$ cat config.mk
export PLATFORM = sky130hd
export DESIGN_NAME = dot_product_accumulator
export DESIGN_NICKNAME = d
export VERILOG_FILES = /design/src/rtl/dot_product_pkg.sv /design/src/rtl/dot_product_accumulator_sat_add.sv /design/src/rtl/dot_product_accumulator.sv
export SDC_FILE = /design/constraint.sdc
export NUM_CORES = 1
export LEC_CHECK = 0
export CAP_MARGIN = 20
export CORE_MARGIN = 2
export CORE_UTILIZATION = 54
export DETAILED_ROUTE_END_ITERATION = 6
export GPL_ROUTABILITY_DRIVEN = 0
export PLACE_DENSITY = 0.82
export SYNTH_ARGS = -nofsm -noshare
export SYNTH_HDL_FRONTEND = slang
export SYNTH_HIERARCHICAL = 1
export SYNTH_SLANG_ARGS = --single-unit
$ cat constraint.sdc
create_clock -name clk -period 4.34 [get_ports clk]
set_input_delay 0.651 -clock clk [delete_from_list [all_inputs] [get_ports clk]]
set_output_delay 0.651 -clock clk [all_outputs]
set_load 0.1 [all_outputs]
$ cat src/rtl/dot_product_pkg.sv
// Shared types and constants for the dot-product accumulator.
// State encoding, accumulator sizing and default saturation limits.
package dot_product_pkg;

  typedef enum logic [1:0] {
    IDLE  = 2'd0,
    ACCUM = 2'd1,
    DONE  = 2'd2
  } state_e;

  function automatic int acc_width(input int w, input int guard);
    return 2 * w + guard;
  endfunction

  localparam int DEF_ACC_W = acc_width(32, 8);

  localparam logic [DEF_ACC_W-1:0] SAT_MAX =
    {1'b0, {(DEF_ACC_W-1){1'b1}}};
  localparam logic [DEF_ACC_W-1:0] SAT_MIN =
    {1'b1, {(DEF_ACC_W-1){1'b0}}};

endpackage

$ cat src/rtl/dot_product_accumulator_sat_add.sv
// Combinational signed adder that clamps to the WIDTH-bit range.
// sat_flag marks a result that was clamped.
module sat_add_signed #(
  parameter int WIDTH = 72
) (
  input  logic [WIDTH-1:0] a,
  input  logic [WIDTH-1:0] b,
  output logic [WIDTH-1:0] sum,
  output logic             sat_flag
);

  localparam logic [WIDTH-1:0] MAX_V =
    {1'b0, {(WIDTH-1){1'b1}}};
  localparam logic [WIDTH-1:0] MIN_V =
    {1'b1, {(WIDTH-1){1'b0}}};

  logic [WIDTH:0] wide;

  assign wide = {a[WIDTH-1], a} + {b[WIDTH-1], b};

  // Top two bits disagree only when the true sum leaves the range.
  always_comb begin
    sum      = wide[WIDTH-1:0];
    sat_flag = 1'b0;
    if (wide[WIDTH] != wide[WIDTH-1]) begin
      sat_flag = 1'b1;
      sum      = wide[WIDTH] ? MIN_V : MAX_V;
    end
  end

endmodule

$ cat src/rtl/dot_product_accumulator.sv
// Accumulates a programmed count of signed multiplier products
// into a guarded saturating sum with a one-cycle done pulse.
module dot_product_accumulator
  import dot_product_pkg::*;
#(
  parameter int W     = 32,
  parameter int GUARD = 8,
  parameter int LEN_W = 8
) (
  input  logic                   clk,
  input  logic                   rst,
  input  logic                   clear,
  input  logic [LEN_W-1:0]       vec_len,
  input  logic                   in_valid,
  input  logic [2*W-1:0]         product,
  output logic [2*W+GUARD-1:0]   acc_out,
  output logic                   acc_valid,
  output logic                   busy,
  output logic [LEN_W-1:0]       count,
  output logic                   overflow
);

  localparam int ACC_W = acc_width(W, GUARD);

  state_e             state_q, state_d;
  logic [ACC_W-1:0]   acc_q, acc_d;
  logic [LEN_W-1:0]   count_q, count_d;
  logic [LEN_W-1:0]   len_q, len_d;
  logic               ovf_q, ovf_d;
  logic               in_valid_q;
  logic               accept;
  logic [ACC_W-1:0]   prod_ext;
  logic [ACC_W-1:0]   sum;
  logic               sat_flag;
  logic [LEN_W-1:0]   cnt_inc;

  assign accept   = in_valid & ~in_valid_q;
  assign prod_ext = {{GUARD{product[2*W-1]}}, product};
  assign cnt_inc  = count_q + LEN_W'(1);

  sat_add_signed #(.WIDTH(ACC_W)) u_add (
    .a        (acc_q),
    .b        (prod_ext),
    .sum      (sum),
    .sat_flag (sat_flag)
  );

  always_comb begin
    state_d = state_q;
    acc_d   = acc_q;
    count_d = count_q;
    len_d   = len_q;
    ovf_d   = ovf_q;
    // clear wins over a same-cycle accept; that product is dropped
    if (clear) begin
      acc_d   = '0;
      count_d = '0;
      ovf_d   = 1'b0;
      len_d   = vec_len;
      state_d = (vec_len != '0) ? ACCUM : DONE;
    end else begin
      unique case (state_q)
        ACCUM: begin
          if (accept) begin
            acc_d   = sum;
            ovf_d   = ovf_q | sat_flag;
            count_d = cnt_inc;
            if (cnt_inc == len_q) state_d = DONE;
          end
        end
        DONE:    state_d = IDLE;
        IDLE:    state_d = IDLE;
        default: state_d = IDLE;
      endcase
    end
  end

  always_ff @(posedge clk) begin
    if (rst) begin
      state_q    <= IDLE;
      acc_q      <= '0;
      count_q    <= '0;
      len_q      <= '0;
      ovf_q      <= 1'b0;
      in_valid_q <= 1'b0;
    end else begin
      state_q    <= state_d;
      acc_q      <= acc_d;
      count_q    <= count_d;
      len_q      <= len_d;
      ovf_q      <= ovf_d;
      in_valid_q <= in_valid;
    end
  end

  assign acc_out   = acc_q;
  assign acc_valid = (state_q == DONE);
  assign busy      = (state_q == ACCUM);
  assign count     = count_q;
  assign overflow  = ovf_q;

endmodule
==> impl_metrics.csv, run 1 <==
group,metric,value,unit
logic_synthesis,ys.flop_type,"sky130_fd_sc_hd__dfxtp_1",
final_layout,final.fill_count,1281,
power_and_ir_drop,power_report.internal_total,1.69,mW
global_route,first_global_vias,8718,
floorplanning,die_h,130,µm
logic_synthesis,post_synth_design_cell_area,8520,µm²
logic_synthesis,synth.distinct_cells,75,
route,route.antenna.remaining_nets,0,
placement,place.port_buffers,158,
placement,detailedPlacementHpwl,19.2,mm
global_route,grt_overflow_total,0,
power_and_ir_drop,cellLeakagePower,4.39,nW
setup_path,start_kind,"primary input",
route,routed_via_density,6.01,
timing,timing.final.setup_violations,0,
route,postRouteWirelength,25.3,mm
logic_synthesis,average_size_of_a_mapped_cell,7.24,µm²
floorplanning,dieArea,16800,µm²
timing,fin_crit_sh,0.931,
setup_path,crit_type,"in2reg",
cts,clock_path_buffers,2,
cts,cts_repair_resize_count,0,
cts,clock_tree.root_cell,"sky130_fd_sc_hd__clkbuf_16",
timing,grt_setup_unrepaired,"false",
cts,cts_hold_buf,0,
floorplanning,core_area,15300,µm²
route,drc,0,
global_route,grt_start_max_net_pins,58,
timing,clock_skew,0.00734,ns
final_layout,final_layout_size_suffix_gt1_frac,0.101,
logic_synthesis,syn-num-nets,1326,
setup_path,worst_ep_required_time,4.58,ns
route,drt-initial-drc-count,923,
floorplanning,dieWidth,130,µm
power_and_ir_drop,p_per_area,231,nW/µm²
flow_run,cap_violations,0,
logic_synthesis,yosysTopAreaCell,"sky130_fd_sc_hd__dfxtp_1",
final_layout,layout.area.seq,1840,µm²
placement,detailedPlace.worstSlack,-0.0494,ns
global_route,grt_pass1_wl,40.6,mm
logic_synthesis,postSynth.asyncResetShare,0,
timing,min_period,4.04,ns
cts,tritoncts,"built",
floorplanning,core.rowCount,45,
logic_synthesis,post_synthesis_sequential_element_count,92,
route,route.vias.total,9363,
final_layout,instances_no_fill,1557,
timing,relSlewSlack,0.299,
power_and_ir_drop,seq_power_share,0.347,
setup_path,cp-end-kind,"register",
cts,cts.sink_count,92,
final_layout,multi_input_comb_area,6270,µm²
final_layout,number_of_nets_in_the_finished_design,1491,
power_and_ir_drop,power.share.combinational,0.288,
min_path,hp-class,"reg2reg",
logic_synthesis,synth_area_leaders,"sky130_fd_sc_hd__dfxtp_1, sky130_fd_sc_hd__ha_1, sky130_fd_sc_hd__a21oi_1",
cts,clock_insertion_delay_worst_skew,0.36,ns
route,detailedRoute.firstPassIterationCount,6,
logic_synthesis,synth_edf_count,0,
logic_synthesis,synth.yosys.seq_area_share,0.216,
logic_synthesis,synth_top_area_share,0.216,
timing,final.setup.worst_slack,0.300,ns
placement,place_inst,1541,
timing,slew_violations,0,
logic_synthesis,synth_warnings,6,
power_and_ir_drop,power.total,2.53,mW
power_and_ir_drop,peak_supply_drop,0.219,mV
setup_path,maximum_fanout_encountered_on_the_critical_timing_path,10,
cts,cts.htree.levels,3,
status,status,"complete, no violations",
power_and_ir_drop,power.clock.fraction,0.364,
cts,cts_inserted_buffers,9,
timing,finalHoldViolations,0,
cts,postCtsSetupRepairBufs,0,
logic_synthesis,synthesized_instance_count,1176,
cts,cts.clk_slew.worst_paths,0.07,ns
route,wl_per_cell,16.2,µm
setup_path,timing.critical_path.arrival,4.28,ns
power_and_ir_drop,reported_net_switching_power,844,µW
final_layout,syn_to_final_growth,28.4,%
floorplanning,top_level_ports,159,
final_layout,ant_diodes,0,
power_and_ir_drop,power.share.switching,0.334,
timing,worst-slew-pin-transition,1.05,ns
global_route,antenna_found_initial,0,
floorplanning,effective_utilization_at_floorplan,0.556,
global_route,grt_util_all_layers,0.294,
timing,max_fclk,248,MHz
## cell usage after synthesis (all sizes together) (19+ instances only)
cell / n
o21ai: 75
dfxtp: 92
clkbuf: 50
inv: 25
nand3: 19
a21oi: 204
ha: 73
xor2: 38
nand4: 32
nor2: 58
buf: 22
nand2: 218
xnor2: 47
a21o: 36
## cells by family (layout without fill, tap and decap cells)
kind of cell               count (synthesis)  count (layout)  synth area share
adders and majority gates                 77              77             0.113
xor gates and xnor gates                  85              85            0.0874
and+or+nand+nor                          396             396             0.211
AOI/OAI and AO/OA                        420             420             0.312
buffers and inverters                     97             267            0.0501
DFF                                       92              92             0.216
muxes                                      9               9            0.0106
## per-stage QoR
step / hold slack (ns) / util / area (µm²) / setup TNS, ns
2_1_floorplan: 0.481 / - / 8520 / 0
3_3_place_gp: 0.452 / 0.692 / 10600 / -0.0192
3_5_place_dp: 0.466 / 0.692 / 10600 / -0.374
4_1_cts: 0.478 / 0.714 / 10900 / 0
5_1_grt: 0.489 / 0.714 / 10900 / 0
6_report: 0.477 / 0.714 / 10900 / 0
## registers in the layout, summed over array words and instances, names as in the netlist
name        flops
acc_out        72
count           8
len_q           8
state_q         2
in_valid_q      1
overflow        1
## worst paths after layout
kind / start / end / slack, ns / depth (start not counted)
max: product[0] / acc_out[2] / 0.30 / 17
min: acc_out[18] / acc_out[18] / 0.48 / 2
max reg2reg: acc_out[0] / acc_out[2] / 0.65 / 16
min reg2reg: acc_out[18] / acc_out[18] / 0.48 / 2
## cell usage in the layout, fill, tap and decap left out, drive strengths merged, types with 8 or more instances in the layout
cell           count
nand2            218
a21oi            204
clkdlybuf4s50    158
dfxtp             92
o21ai             75
ha                73
buf               68
nor2              58
xnor2             47
xor2              38
a21o              36
nand4             32
inv               29
nand3             19
o21bai            18
nor3              14
o21a              12
a31oi             12
a211oi            11
and3              11
clkbuf            10
mux2i              9
and2               8
a21boi             8
## critical path: stages
cell and delay, ns:
sky130_fd_sc_hd__clkdlybuf4s50_1 0.40, sky130_fd_sc_hd__ha_1 0.21, sky130_fd_sc_hd__fa_1 0.40, sky130_fd_sc_hd__a21o_1 0.21, sky130_fd_sc_hd__a221oi_1 0.31, sky130_fd_sc_hd__a2bb2oi_1 0.24
sky130_fd_sc_hd__o21ai_2 0.10, sky130_fd_sc_hd__a31oi_2 0.33, sky130_fd_sc_hd__o31ai_4 0.13, sky130_fd_sc_hd__a211oi_4 0.31, sky130_fd_sc_hd__o41ai_4 0.14, sky130_fd_sc_hd__buf_4 0.18
sky130_fd_sc_hd__nor2_4 0.19, sky130_fd_sc_hd__buf_4 0.24, sky130_fd_sc_hd__o21ai_0 0.11, sky130_fd_sc_hd__nand2_1 0.07, sky130_fd_sc_hd__a21oi_1 0.06
## area by class of cell
class | count | area share
clock buffers | 10 | 0.0218
clock inverters | 6 | 0.00915
inverters | 25 | 0.00858
multi-input cells | 987 | 0.573
flip-flops and latches | 92 | 0.168
well taps | 211 | 0.0241
repair buffers | 226 | 0.195
## metal layers
metal  vias to the layer above  part of all wire  GRT usage
li1                       4550                 -          -
met1                      4350              0.44      0.383
met2                       415              0.45      0.483
met3                        48             0.085     0.0603
met4                         0             0.024      0.107
met5                         -                 0          0
## power by group through the flow
stage          combinational (mW)  clock, mW  sequential, mW
5_1_grt                     0.786      0.966           0.881
2_1_floorplan               0.402          0           0.985
3_5_place_dp                0.716          0           0.898
6_report                    0.730      0.922           0.878
3_3_place_gp                0.708          0           0.897
4_1_cts                     0.721      0.932           0.878
Note: power is estimated with default switching activity, not from simulation.
==> run 2: changes to the inputs <==
--- a/config.mk
+++ b/config.mk
@@ -15,3 +15,4 @@
 export SYNTH_HDL_FRONTEND = slang
 export SYNTH_HIERARCHICAL = 1
 export SYNTH_SLANG_ARGS = --single-unit
+export TNS_END_PERCENT = 5
==> results of run 2 <==
The final DEF is identical to that of run 1; final timing and power are the same.
==> run 3: changes to the inputs <==
--- a/config.mk
+++ b/config.mk
@@ -6,6 +6,7 @@
 export NUM_CORES = 1
 export LEC_CHECK = 0
 export CAP_MARGIN = 20
+export CORE_ASPECT_RATIO = 0.7
 export CORE_MARGIN = 2
 export CORE_UTILIZATION = 54
 export DETAILED_ROUTE_END_ITERATION = 6
==> run 3 against run 2 <==
Effect of this change:
- final cell count decreased by 0.39%
- critical path depth did not move
- die area about the same
- clock skew decreased by 0.0010 ns
- flip-flop and latch count stayed put
- largest power group is now registers
- count of clock-buffer cells in the layout fell by 1
- via count is 2.1% higher
- sequential share of layout area fell by 0.071 points
- critical endpoint is now acc_out[51]
- final area is 0.42% higher
- sequential power about the same
- first-iteration DRC count down 3.3%
==> impl_metrics.csv, run 3 (same netlist as run 1, synthesis figures left out) <==
group,metric,value,unit
cts,clock_tree.root_cell,"sky130_fd_sc_hd__clkbuf_16",
route,route.vias.total,9557,
setup_path,timing.reg2reg.worst_path_depth,13,
final_layout,multi_input_comb_area,6300,µm²
cts,tritoncts,"built",
route,drc,0,
cts,clock_path_buffers,2,
route,routed_via_density,6.16,
timing,final.setup.worst_slack,0.200,ns
route,postRouteWirelength,27.2,mm
placement,detailed_place.area,10600,µm²
floorplanning,dieArea,16800,µm²
global_route,first_global_vias,8842,
status,status,"complete, no violations",
power_and_ir_drop,p_per_area,227,nW/µm²
min_path,holdPathEnd,"acc_out[53]",
route,drt-initial-drc-count,893,
route,wl_per_cell,17.5,µm
final_layout,layout.area.seq,1840,µm²
final_layout,number_of_nets_in_the_finished_design,1496,
cts,clock_insertion_delay_worst_skew,0.36,ns
min_path,cell_count_of_the_worst_hold_path,2,
min_path,timing.hold.worst.start,"acc_out[53]",
cts,cts_hold_buf,0,
final_layout,final_layout_size_suffix_gt1_frac,0.107,
flow_run,cap_violations,0,
global_route,antenna_found_initial,0,
final_layout,final_design_area_no_fill,11000,µm²
timing,slew_violations,0,
floorplanning,die_h,109,µm
cts,cts.sink_count,92,
timing,finalHoldViolations,0,
timing,final.hold.worst_slack,0.474,ns
placement,detailedPlacementHpwl,20.6,mm
setup_path,crit_type,"in2reg",
timing,max_fclk,242,MHz
setup_path,cp-end-kind,"register",
route,detailedRoute.firstPassIterationCount,5,
setup_path,worst_ep_required_time,4.54,ns
floorplanning,dieWidth,154,µm
setup_path,critical_path_start,"product[0]",
placement,detailedPlace.worstSlack,-0.340,ns
final_layout,layout.cells.most_common,"sky130_fd_sc_hd__nand2_1",
cts,cts_inserted_buffers,9,
timing,clock_skew,0.00629,ns
min_path,hp-class,"reg2reg",
setup_path,timing.critical_path.arrival,4.34,ns
placement,place_inst,1534,
timing,fin_crit_sh,0.954,
setup_path,maximum_fanout_encountered_on_the_critical_timing_path,9,
route,route.antenna.remaining_nets,0,
global_route,grt_start_max_net_pins,50,
final_layout,largest_reg_flops,72,
floorplanning,core_area,15500,µm²
global_route,grt_pass1_wl,44.0,mm
setup_path,start_kind,"primary input",
timing,relSlewSlack,0.294,
setup_path,regToRegStartpoint,"acc_out[22]",
timing,worst-slew-pin-transition,1.06,ns
final_layout,finish.utilization,0.711,
power_and_ir_drop,peak_supply_drop,0.214,mV
setup_path,regToRegEndpoint,"acc_out[69]",
global_route,grt_overflow_total,0,
cts,cts.htree.levels,3,
final_layout,ant_diodes,0,
final_layout,final.fill_count,1226,
placement,place.port_buffers,158,
floorplanning,core.rowCount,38,
timing,min_period,4.14,ns
timing,timing.final.setup_violations,0,
cts,cts.clk_slew.worst_paths,0.07,ns
final_layout,mostFrequentLayoutCells,"sky130_fd_sc_hd__nand2_1, sky130_fd_sc_hd__a21oi_1, sky130_fd_sc_hd__clkdlybuf4s50_1",
floorplanning,top_level_ports,159,
final_layout,instances_no_fill,1551,
global_route,grt_util_all_layers,0.318,
floorplanning,effective_utilization_at_floorplan,0.551,
setup_path,reg2reg_slack,0.58,ns
power_and_ir_drop,cellLeakagePower,4.41,nW
final_layout,syn_to_final_growth,29.0,%
-- run 3: per-stage QoR --
stage	setup TNS, ns	total power, mW
after floorplan	0	1.39
after global placement	-0.220	1.62
after detailed placement	-9.54	1.63
after CTS	0	2.48
after global routing	-0.0137	2.58
final	0	2.49
-- run 3: where the power goes --
group | internal [mW] | switching (mW)
clock | 0.457 | 0.397
combinational | 0.297 | 0.458
sequential | 0.862 | 0.0173
-- run 3: critical path, cell delays in order --
cell and delay, ns:
sky130_fd_sc_hd__clkdlybuf4s50_1 0.46, sky130_fd_sc_hd__ha_1 0.24, sky130_fd_sc_hd__fa_1 0.41, sky130_fd_sc_hd__a21o_1 0.21, sky130_fd_sc_hd__a221oi_2 0.28, sky130_fd_sc_hd__a2bb2oi_1 0.26
sky130_fd_sc_hd__o21ai_2 0.12, sky130_fd_sc_hd__a31oi_4 0.26, sky130_fd_sc_hd__o31ai_4 0.11, sky130_fd_sc_hd__a211oi_4 0.35, sky130_fd_sc_hd__o41a_1 0.21, sky130_fd_sc_hd__xor2_1 0.22
sky130_fd_sc_hd__buf_6 0.21, sky130_fd_sc_hd__buf_12 0.12, sky130_fd_sc_hd__o21ai_1 0.07, sky130_fd_sc_hd__nand2_1 0.08, sky130_fd_sc_hd__a21oi_1 0.07
-- run 3: cell type report --
class                   count  area share
multi-input cells         987       0.573
repair buffers            231       0.200
flip-flops and latches     92       0.168
well taps                 200      0.0228
clock buffers               9      0.0205
inverters                  25     0.00854
clock inverters             7     0.00729
-- run 3: per-layer routing --
metal  GRT usage  wire (µm)  vias to the layer above  share of wire
met1       0.454      12300                     4397           0.45
met5           0          0                        -              0
met3      0.0799       3090                       40           0.11
li1            -          -                     4540              -
met2       0.475      11300                      580           0.41
met4      0.0928        492                        0          0.018
-- run 3: worst max-delay path by stage --
| stage | end | slack, ns | cells after the start |
|---|---|---|---|
| 6_report | acc_out[51] | 0.20 | 17 |
| 5_1_grt | acc_out[67] | -0.01 | 16 |
| 4_1_cts | acc_out[67] | 0.03 | 16 |
| 3_5_place_dp | acc_out[67] | -0.34 | 16 |
| 3_3_place_gp | acc_out[67] | -0.07 | 16 |
| 2_1_floorplan | acc_out[57] | 0.07 | 15 |
-- run 3: what timing repair did --
action | 4_1_cts | 5_1_grt
gates resized for setup | 0 | 5
setup buffers | 0 | 1
setup endpoints to repair | 0 | 19
